--- src/rtl/transmissor_sensores_pkg.sv ---
// Shared definitions for the reactor-side transmitter and control-room deserializer.
// Thresholds, frame geometry, transmitter FSM states and the alarm rule.
package pacote_usina;

    localparam int unsigned TEMP_LIM     = 40;
    localparam int unsigned PRESS_LIM    = 7;
    localparam int unsigned RAD_LIM      = 1000;
    localparam int unsigned FRAME_BITS   = 28;
    localparam int unsigned PAYLOAD_BITS = 25;

    typedef enum logic [2:0] {
        OCIOSO,
        INICIO,
        DADOS,
        PARIDADE,
        PARADA
    } estado_tx_t;

    // Unsigned alarm rule shared by both ends of the link.
    function automatic logic calc_alarme(
        input logic [7:0]  t,
        input logic [3:0]  p,
        input logic [11:0] r,
        input int unsigned tl,
        input int unsigned pl,
        input int unsigned rl
    );
        return (32'(t) > tl) | (32'(p) >= pl) | (32'(r) >= rl);
    endfunction

endpackage

--- src/rtl/transmissor_sensores_gerador_baud.sv ---
// Baud counter: wraps at BAUD_DIV-1 and flags that cycle with a tick.
// Clear forces the count back to the start of a bit period.
module gerador_baud #(
    parameter int BAUD_DIV = 16,
    localparam int CW = $clog2(BAUD_DIV)
) (
    input  logic clk,
    input  logic rst,
    input  logic clr_i,
    input  logic en_i,
    output logic tick_o
);

    logic [CW-1:0] cnt_q;
    logic [CW-1:0] cnt_d;

    assign tick_o = en_i && (cnt_q == CW'(BAUD_DIV - 1));

    always_comb begin
        cnt_d = cnt_q;
        if (clr_i) begin
            cnt_d = '0;
        end else if (en_i) begin
            cnt_d = tick_o ? '0 : cnt_q + CW'(1);
        end
    end

    always_ff @(posedge clk) begin
        if (rst) begin
            cnt_q <= '0;
        end else begin
            cnt_q <= cnt_d;
        end
    end

endmodule

--- src/rtl/transmissor_sensores.sv ---
// Reactor-side serial transmitter: latches the sensor buses on request and
// sends start, 25 payload bits, even parity and stop, LSB first.
module transmissor_sensores #(
    parameter int          BAUD_DIV  = 16,
    parameter int unsigned TEMP_LIM  = pacote_usina::TEMP_LIM,
    parameter int unsigned PRESS_LIM = pacote_usina::PRESS_LIM,
    parameter int unsigned RAD_LIM   = pacote_usina::RAD_LIM
) (
    input  logic        clk,
    input  logic        rst,
    input  logic [7:0]  temp,
    input  logic [3:0]  pressao,
    input  logic [11:0] radiacao,
    input  logic        enviar,
    output logic        tx,
    output logic        ocupado,
    output logic        quadroEnviado,
    output logic        alarmeLocal
);

    import pacote_usina::*;

    estado_tx_t              estado_q;
    logic                    tx_q;
    logic                    ocupado_q;
    logic                    quadro_q;
    logic                    alarme_q;
    logic [23:0]             sombra_q;
    logic                    flag_q;
    logic                    paridade_q;
    logic [4:0]              idx_q;

    logic                    aceita_d;
    logic                    alarme_d;
    logic                    paridade_d;
    logic [4:0]              prox_idx_d;
    logic [PAYLOAD_BITS-1:0] carga_d;
    logic                    tick;

    assign aceita_d   = enviar && !ocupado_q;
    assign alarme_d   = calc_alarme(temp, pressao, radiacao,
                                    TEMP_LIM, PRESS_LIM, RAD_LIM);
    assign paridade_d = ^{alarme_d, radiacao, pressao, temp};
    assign prox_idx_d = idx_q + 5'd1;
    assign carga_d    = {flag_q, sombra_q};

    gerador_baud #(
        .BAUD_DIV(BAUD_DIV)
    ) u_baud (
        .clk   (clk),
        .rst   (rst),
        .clr_i (aceita_d),
        .en_i  (ocupado_q),
        .tick_o(tick)
    );

    always_ff @(posedge clk) begin
        if (rst) begin
            estado_q   <= OCIOSO;
            tx_q       <= 1'b1;
            ocupado_q  <= 1'b0;
            quadro_q   <= 1'b0;
            alarme_q   <= 1'b0;
            sombra_q   <= '0;
            flag_q     <= 1'b0;
            paridade_q <= 1'b0;
            idx_q      <= '0;
        end else begin
            alarme_q <= alarme_d;
            quadro_q <= 1'b0;
            unique case (estado_q)
                OCIOSO: begin
                    tx_q <= 1'b1;
                    if (aceita_d) begin
                        sombra_q   <= {radiacao, pressao, temp};
                        flag_q     <= alarme_d;
                        paridade_q <= paridade_d;
                        idx_q      <= '0;
                        tx_q       <= 1'b0;
                        ocupado_q  <= 1'b1;
                        estado_q   <= INICIO;
                    end
                end
                INICIO: begin
                    if (tick) begin
                        tx_q     <= carga_d[0];
                        idx_q    <= '0;
                        estado_q <= DADOS;
                    end
                end
                DADOS: begin
                    if (tick) begin
                        if (idx_q == 5'(PAYLOAD_BITS - 1)) begin
                            tx_q     <= paridade_q;
                            estado_q <= PARIDADE;
                        end else begin
                            idx_q <= prox_idx_d;
                            tx_q  <= carga_d[prox_idx_d];
                        end
                    end
                end
                PARIDADE: begin
                    if (tick) begin
                        tx_q     <= 1'b1;
                        estado_q <= PARADA;
                    end
                end
                PARADA: begin
                    // Stop bit done: free the line in the same cycle as the pulse.
                    if (tick) begin
                        quadro_q  <= 1'b1;
                        ocupado_q <= 1'b0;
                        estado_q  <= OCIOSO;
                    end
                end
                default: begin
                    tx_q      <= 1'b1;
                    ocupado_q <= 1'b0;
                    estado_q  <= OCIOSO;
                end
            endcase
        end
    end

    assign tx            = tx_q;
    assign ocupado       = ocupado_q;
    assign quadroEnviado = quadro_q;
    assign alarmeLocal   = alarme_q;

endmodule

--- config.mk ---
export PLATFORM = sky130hd
export DESIGN_NAME = transmissor_sensores
export DESIGN_NICKNAME = d
export VERILOG_FILES = /design/src/rtl/transmissor_sensores_pkg.sv /design/src/rtl/transmissor_sensores_gerador_baud.sv /design/src/rtl/transmissor_sensores.sv
export SDC_FILE = /design/constraint.sdc
export NUM_CORES = 1
export LEC_CHECK = 0
export BUFFER_PORTS_ARGS = -buffer_cell sky130_fd_sc_hd__buf_4
export CAP_MARGIN = 15
export CORE_AREA = 2 2 80 82
export CTS_CLUSTER_SIZE = 14
export DETAILED_ROUTE_END_ITERATION = 7
export DIE_AREA = 0 0 82 84
export PLACE_DENSITY = 0.61
export SYNTH_ARGS = -nofsm -noshare
export SYNTH_HDL_FRONTEND = slang
export SYNTH_SLANG_ARGS = --single-unit
--- constraint.sdc ---
create_clock -name clk -period 2 [get_ports clk]
set_input_delay 0.1 -clock clk [delete_from_list [all_inputs] [get_ports clk]]
set_output_delay 0.1 -clock clk [all_outputs]
set_load 0.05 [all_outputs]
==> results of run 1 <==
-- sequential cells by signal (all words and copies together) (netlist names) --
register,flops
alarmeLocal,1
flag_q,1
ocupado,1
estado_q,3
quadroEnviado,1
sombra_q,24
idx_q,5
tx,1
u_baud.cnt_q,4
paridade_q,1
-- critical path, delay by kind of cell, from the launching register on --
family / cells / cell delay, ns
adder cells (fa/ha/maj): 1 / 0.42
multiplexers: 2 / 0.66
buffers and inverters: 1 / 0.06
flip-flops: 1 / 0.33
AND/OR/NAND/NOR: 2 / 0.19
AO/OA/AOI/OAI: 1 / 0.06
-- kinds of logic after synthesis --
logic type	after synthesis	share of synthesized area
compound gates	50	0.118
mux	9	0.0701
simple gates	115	0.233
buf+inv	31	0.0542
fa+ha+maj	19	0.101
xor+xnor	18	0.0669
flops	42	0.357
-- where the power goes --
part | internal (mW) | leakage [nW] | switching, mW | total [mW]
logic | 0.176 | 0.773 | 0.202 | 0.378
clock network | 0.247 | 0.0452 | 0.296 | 0.543
registers | 0.885 | 0.343 | 0.0324 | 0.917
total | 1.31 | 1.16 | 0.531 | 1.84
-- through the flow --
stage | total power, mW | setup WS (ns) | hold slack, ns | instances | util
floorplan | 1.20 | 0.0121 | 0.236 | 284 | -
global placement | 1.31 | 0.118 | 0.359 | 388 | 0.442
CTS | 1.86 | 0.0797 | 0.0475 | 396 | 0.456
detailed placement | 1.32 | 0.0813 | 0.368 | 388 | 0.442
finish | 1.84 | 0.168 | 0.0565 | 396 | 0.457
global route | 1.95 | 0.0382 | 0.0431 | 396 | 0.457
-- how the worst min path moves through the flow --
stage,cells past startpoint,from,end
2_1_floorplan,2,pressao[2],sombra_q[10]
3_3_place_gp,3,temp[6],sombra_q[6]
3_5_place_dp,3,pressao[0],sombra_q[8]
4_1_cts,3,pressao[0],sombra_q[8]
5_1_grt,3,pressao[3],sombra_q[11]
6_report,3,temp[6],sombra_q[6]
-- per-layer routing --
layer / track usage / vias to the layer above
met3: 0.0303 / 8
met1: 0.223 / 895
met4: 0.0576 / 0
met5: 0 / -
met2: 0.245 / 32
li1: - / 1043
-- layout make-up --
class | instances | area, sq um | share of cell area
flip-flops and latches | 42 | 841 | 0.302
well taps | 77 | 96.3 | 0.0346
inverters | 17 | 63.8 | 0.0229
multi-input cells | 211 | 1390 | 0.499
repair buffers | 41 | 308 | 0.111
clock inverters | 2 | 13.8 | 0.00494
clock buffers | 6 | 72.6 | 0.0261
-- cell usage in the layout, fill, tap and decap left out, drive strengths merged, types with 2 or more instances in the layout --
cell / instances
mux4: 6
clkinv: 2
dfxtp: 42
nand2: 56
nand4: 4
a21oi: 35
xor2: 5
inv: 17
nor3b: 2
nor2: 19
mux2i: 3
nand3: 10
nand2b: 2
a22oi: 3
a211oi: 3
and4b: 2
nor3: 10
xnor2: 13
buf: 41
ha: 19
nor4: 3
nand3b: 2
o21ai: 5
clkbuf: 6
==> impl_metrics.env, run 1 <==
export IMPL_htree_levels=2
export IMPL_r2r_cells=7
export IMPL_clock_latency_ns=0.29
export IMPL_cp_end_kind="flop"
export IMPL_outcome="finished clean"
export IMPL_drcViolationCount=0
export IMPL_cts_root_buf="clkbuf_8"
export IMPL_r2r_end="tx"
export IMPL_wl_per_cell_um=12.9
export IMPL_hold_class="input port to flop"
export IMPL_synthDistinctLibCells=35
export IMPL_max_clock_path_buffers=2
export IMPL_vias=1978
export IMPL_slowest_stage="mux4_2"
export IMPL_fin_crit_sh=0.916
export IMPL_dp_hpwl_um=3900
export IMPL_drtAntennaViolNets=0
export IMPL_worstPathMaxFanout=6
export IMPL_grt_pass1_vias=1869
export IMPL_antenna_found_initial=0
export IMPL_fp_dieH_um=84
export IMPL_endpoint="tx"
export IMPL_num_rows=29
export IMPL_dr_wl_met3_um=164
export IMPL_finalMaxSlewViolations=0
export IMPL_cts_setup_buffers=0
export IMPL_cpPeakStageDelay_ns=0.51
export IMPL_cts_hold_buffers=0
export IMPL_drt_wl_total_um=5130
export IMPL_post_cts_resized=0
export IMPL_drtPass1Iterations=4
export IMPL_syn_area_sq_um=2350
export IMPL_slew_headroom=0.681
export IMPL_worst_pin_slew_ns=0.478
export IMPL_power_leakage_nw=1.16
export IMPL_core_area_sq_um=6100
export IMPL_gr_usage_all_layers=0.160
export IMPL_ys_top_cells_by_area="dfxtp_1 36%, ha_1 10%, nand2_1 8.9%"
export IMPL_fp_dieW_um=82
export IMPL_yosys_warnings=0
export IMPL_wl_met1_um=2500
export IMPL_ys_ff_latch=42
export IMPL_drv_cap=0
export IMPL_grt_pass1_wl_um=8630
export IMPL_startpoint_type="flop"
export IMPL_drive_gt1_frac=0.182
export IMPL_vias_per_cell=4.99
export IMPL_drt_iter0_drc=100
export IMPL_rsz0062_at_grt="false"
export IMPL_start_util=0.386
export IMPL_finalSetupViolations=0
export IMPL_arrival_ns=2.01
export IMPL_synth_top_area_share=0.357
export IMPL_timing_rr_start="idx_q[0]"
export IMPL_cp_cell_sequence="inv_1, ha_2, mux4_2, mux2i_1, nand3_1, nand4_1, a21oi_1"
export IMPL_critPathKind="flop to flop"
export IMPL_yosysMostFrequentCell="nand2_1"
export IMPL_skew_ns=0.00899
export IMPL_cts_made_buffers=5
export IMPL_top_layer="met4"
export IMPL_dpl_cell_area_sq_um=2700
export IMPL_grt_start_max_net_pins=46
export IMPL_area_growth_pct=18.3
export IMPL_avgSynthCellArea_sq_um=8.29
export IMPL_antenna_cells=0
export IMPL_fin_area_sq_um=2790
export IMPL_worst_r2r_setup_slack_ns=0.17
export IMPL_irDropWorstVdd_v=0.000334
export IMPL_crit_required_ns=2.17
export IMPL_max_freq_mhz=546
export IMPL_ios=31
export IMPL_hold_violations=0
export IMPL_gr_total_overflow=0
export IMPL_crit_start="idx_q[0]"
export IMPL_path_clk_slew_ns=0.08
export IMPL_postSynthCellCount=284
export IMPL_p_per_area_nw_per_um2=660
export IMPL_cts_tree="yes"
export IMPL_ys_seq_area_frac=0.357
export IMPL_fillerInstances=624
export IMPL_synthFlopType="dfxtp_1"
export IMPL_syn_nets=330
export IMPL_period_minus_slack_ns=1.83
export IMPL_dr_wl_met2_um=2350
export IMPL_cts_sinks=42
export IMPL_synth_edff_count=0
export IMPL_finalNetCount=364
export IMPL_gp_congestion=0.846
export IMPL_async_flop_share=0
export IMPL_yosys_area_top_type="dfxtp_1"
export IMPL_die_area_sq_um=6890
export IMPL_fin_tns_setup_ns=0
export IMPL_synth_common_cells="56 x nand2_1, 42 x dfxtp_1, 35 x a21oi_1, 19 x ha_1, 19 x nor2_1"
export IMPL_port_buffers=30
Power figures use the tool's default switching activity.
==> inputs of run 2 (changes only) <==
Settings changed: PLACE_DENSITY 0.61 to unset.
==> impl_metrics.env, run 2 (same netlist as run 1, synthesis figures left out) <==
export IMPL_antenna_cells=0
export IMPL_fp_dieW_um=82
export IMPL_post_cts_resized=0
export IMPL_dr_wl_met3_um=208
export IMPL_antenna_found_initial=0
export IMPL_max_clock_path_buffers=2
export IMPL_post_route_util=0.467
export IMPL_power_total_mw=2.11
export IMPL_drive_gt1_frac=0.192
export IMPL_gr_total_overflow=0
export IMPL_vias_per_cell=5.09
export IMPL_dr_wl_met2_um=2430
export IMPL_layout_common_cells="56 x nand2_1, 42 x dfxtp_1, 40 x buf_4"
export IMPL_finalMaxSlewViolations=0
export IMPL_swShare=0.259
export IMPL_outcome="finished clean"
export IMPL_timing_critical_path_buf_inv=1
export IMPL_cp_cell_sequence="inv_1, ha_4, and4b_1, or3_4, nor2_1, o21bai_2, o21ai_0, a21oi_1"
export IMPL_finalNetCount=363
export IMPL_slowest_stage="or3_4"
export IMPL_fin_tns_setup_ns=0
export IMPL_pwr_share_comb=0.180
export IMPL_top_layer="met4"
export IMPL_skew_ns=0.0104
export IMPL_ios=31
export IMPL_top_regs="sombra_q (24), idx_q (5), u_baud.cnt_q (4)"
export IMPL_vias=2009
export IMPL_regMostFlops="sombra_q"
export IMPL_htree_levels=2
export IMPL_start_util=0.386
export IMPL_drtPass1Iterations=7
export IMPL_p_seq_frac=0.436
export IMPL_hold_violations=0
export IMPL_arrival_ns=1.96
export IMPL_startpoint_type="flop"
export IMPL_grt_pass1_vias=1875
export IMPL_drt_wl_total_um=5200
export IMPL_grt_pass1_wl_um=8890
export IMPL_path_clk_slew_ns=0.08
export IMPL_power_leakage_nw=1.18
export IMPL_p_int_mw=1.56
export IMPL_grt_start_max_net_pins=46
export IMPL_wl_met1_um=2400
export IMPL_largest_register_ffs=24
export IMPL_wl_per_cell_um=13.2
export IMPL_core_area_sq_um=6100
export IMPL_worstPathMaxFanout=5
export IMPL_drv_cap=0
export IMPL_cts_tree="yes"
export IMPL_area_growth_pct=20.8
export IMPL_clock_latency_ns=0.30
export IMPL_port_buffers=30
export IMPL_gp_congestion=0.824
export IMPL_period_minus_slack_ns=1.79
export IMPL_hold_class="input port to flop"
export IMPL_num_rows=29
export IMPL_p_per_area_nw_per_um2=740
export IMPL_cp_end_kind="flop"
export IMPL_fp_dieH_um=84
export IMPL_rsz0062_at_grt="false"
export IMPL_fin_crit_sh=0.897
export IMPL_dp_hpwl_um=3890
export IMPL_irDropWorstVdd_v=0.000367
export IMPL_cts_sinks=42
export IMPL_die_area_sq_um=6890
export IMPL_cts_root_buf="clkbuf_8"
export IMPL_path_delay_family="simple AND/OR/NAND/NOR gates"
export IMPL_layout_commonest_cell="nand2_1"
export IMPL_cpPeakStageDelay_ns=0.37
export IMPL_cts_hold_buffers=0
export IMPL_clockPowerShare=0.384
export IMPL_drt_iter0_drc=81
export IMPL_crit_required_ns=2.16
export IMPL_timing_rr_start="idx_q[0]"
export IMPL_fillerInstances=616
export IMPL_p_switching_mw=0.545
export IMPL_gr_usage_all_layers=0.165
export IMPL_critPathKind="flop to flop"
export IMPL_cts_setup_buffers=0
export IMPL_worst_pin_slew_ns=0.463
export IMPL_drtAntennaViolNets=0
export IMPL_worstHoldStart="temp[6]"
export IMPL_drcViolationCount=0
export IMPL_slew_headroom=0.683
export IMPL_crit_start="idx_q[0]"
export IMPL_finalSetupViolations=0
export IMPL_cts_made_buffers=5
export IMPL_max_freq_mhz=557
[run 2: tightest hold or removal path: cells and delay by family]
family,cells,cell delay (ns)
compound gates,1,0.05
simple gates,1,0.05
buf+inv,1,0.11
[run 2: through the flow]
step | cell area, sq um | instances | hold slack (ns) | worst slack, ns
after floorplan | 2360 | 284 | 0.236 | 0.0121
after global placement | 2690 | 387 | 0.361 | 0.134
after detailed placement | 2690 | 387 | 0.367 | 0.0801
after CTS | 2830 | 395 | 0.0476 | 0.0627
after global routing | 2850 | 395 | 0.0507 | 0.0210
final | 2850 | 395 | 0.0564 | 0.205
[run 2: per-layer routing]
metal | up-vias | global-route usage
met5 | - | 0
met3 | 12 | 0.0357
met1 | 915 | 0.227
met2 | 46 | 0.247
met4 | 0 | 0.0682
li1 | 1036 | -
[run 2: worst paths after layout]
check / end / slack, ns / cells after the start
max: idx_q[2] / 0.21 / 8
min: sombra_q[6] / 0.06 / 3
max reg2reg: idx_q[2] / 0.21 / 8
min reg2reg: sombra_q[15] / 0.46 / 2
[run 2: power by group through the flow]
stage	Sequential, mW	Clock (mW)	Combinational [mW]
2_1_floorplan	0.942	0	0.253
3_3_place_gp	0.938	0	0.376
3_5_place_dp	0.938	0	0.380
4_1_cts	0.919	0.826	0.380
5_1_grt	0.925	0.858	0.423
6_report	0.919	0.808	0.379
[run 2: final cells by class]
type | instances | area [sq um] | share of cell area
clock buffers | 5 | 68.8 | 0.0242
clock inverters | 3 | 68.8 | 0.0242
repair buffers | 40 | 300 | 0.106
flip-flops and latches | 42 | 841 | 0.296
multi-input cells | 211 | 1410 | 0.494
inverters | 17 | 63.8 | 0.0224
well taps | 77 | 96.3 | 0.0339
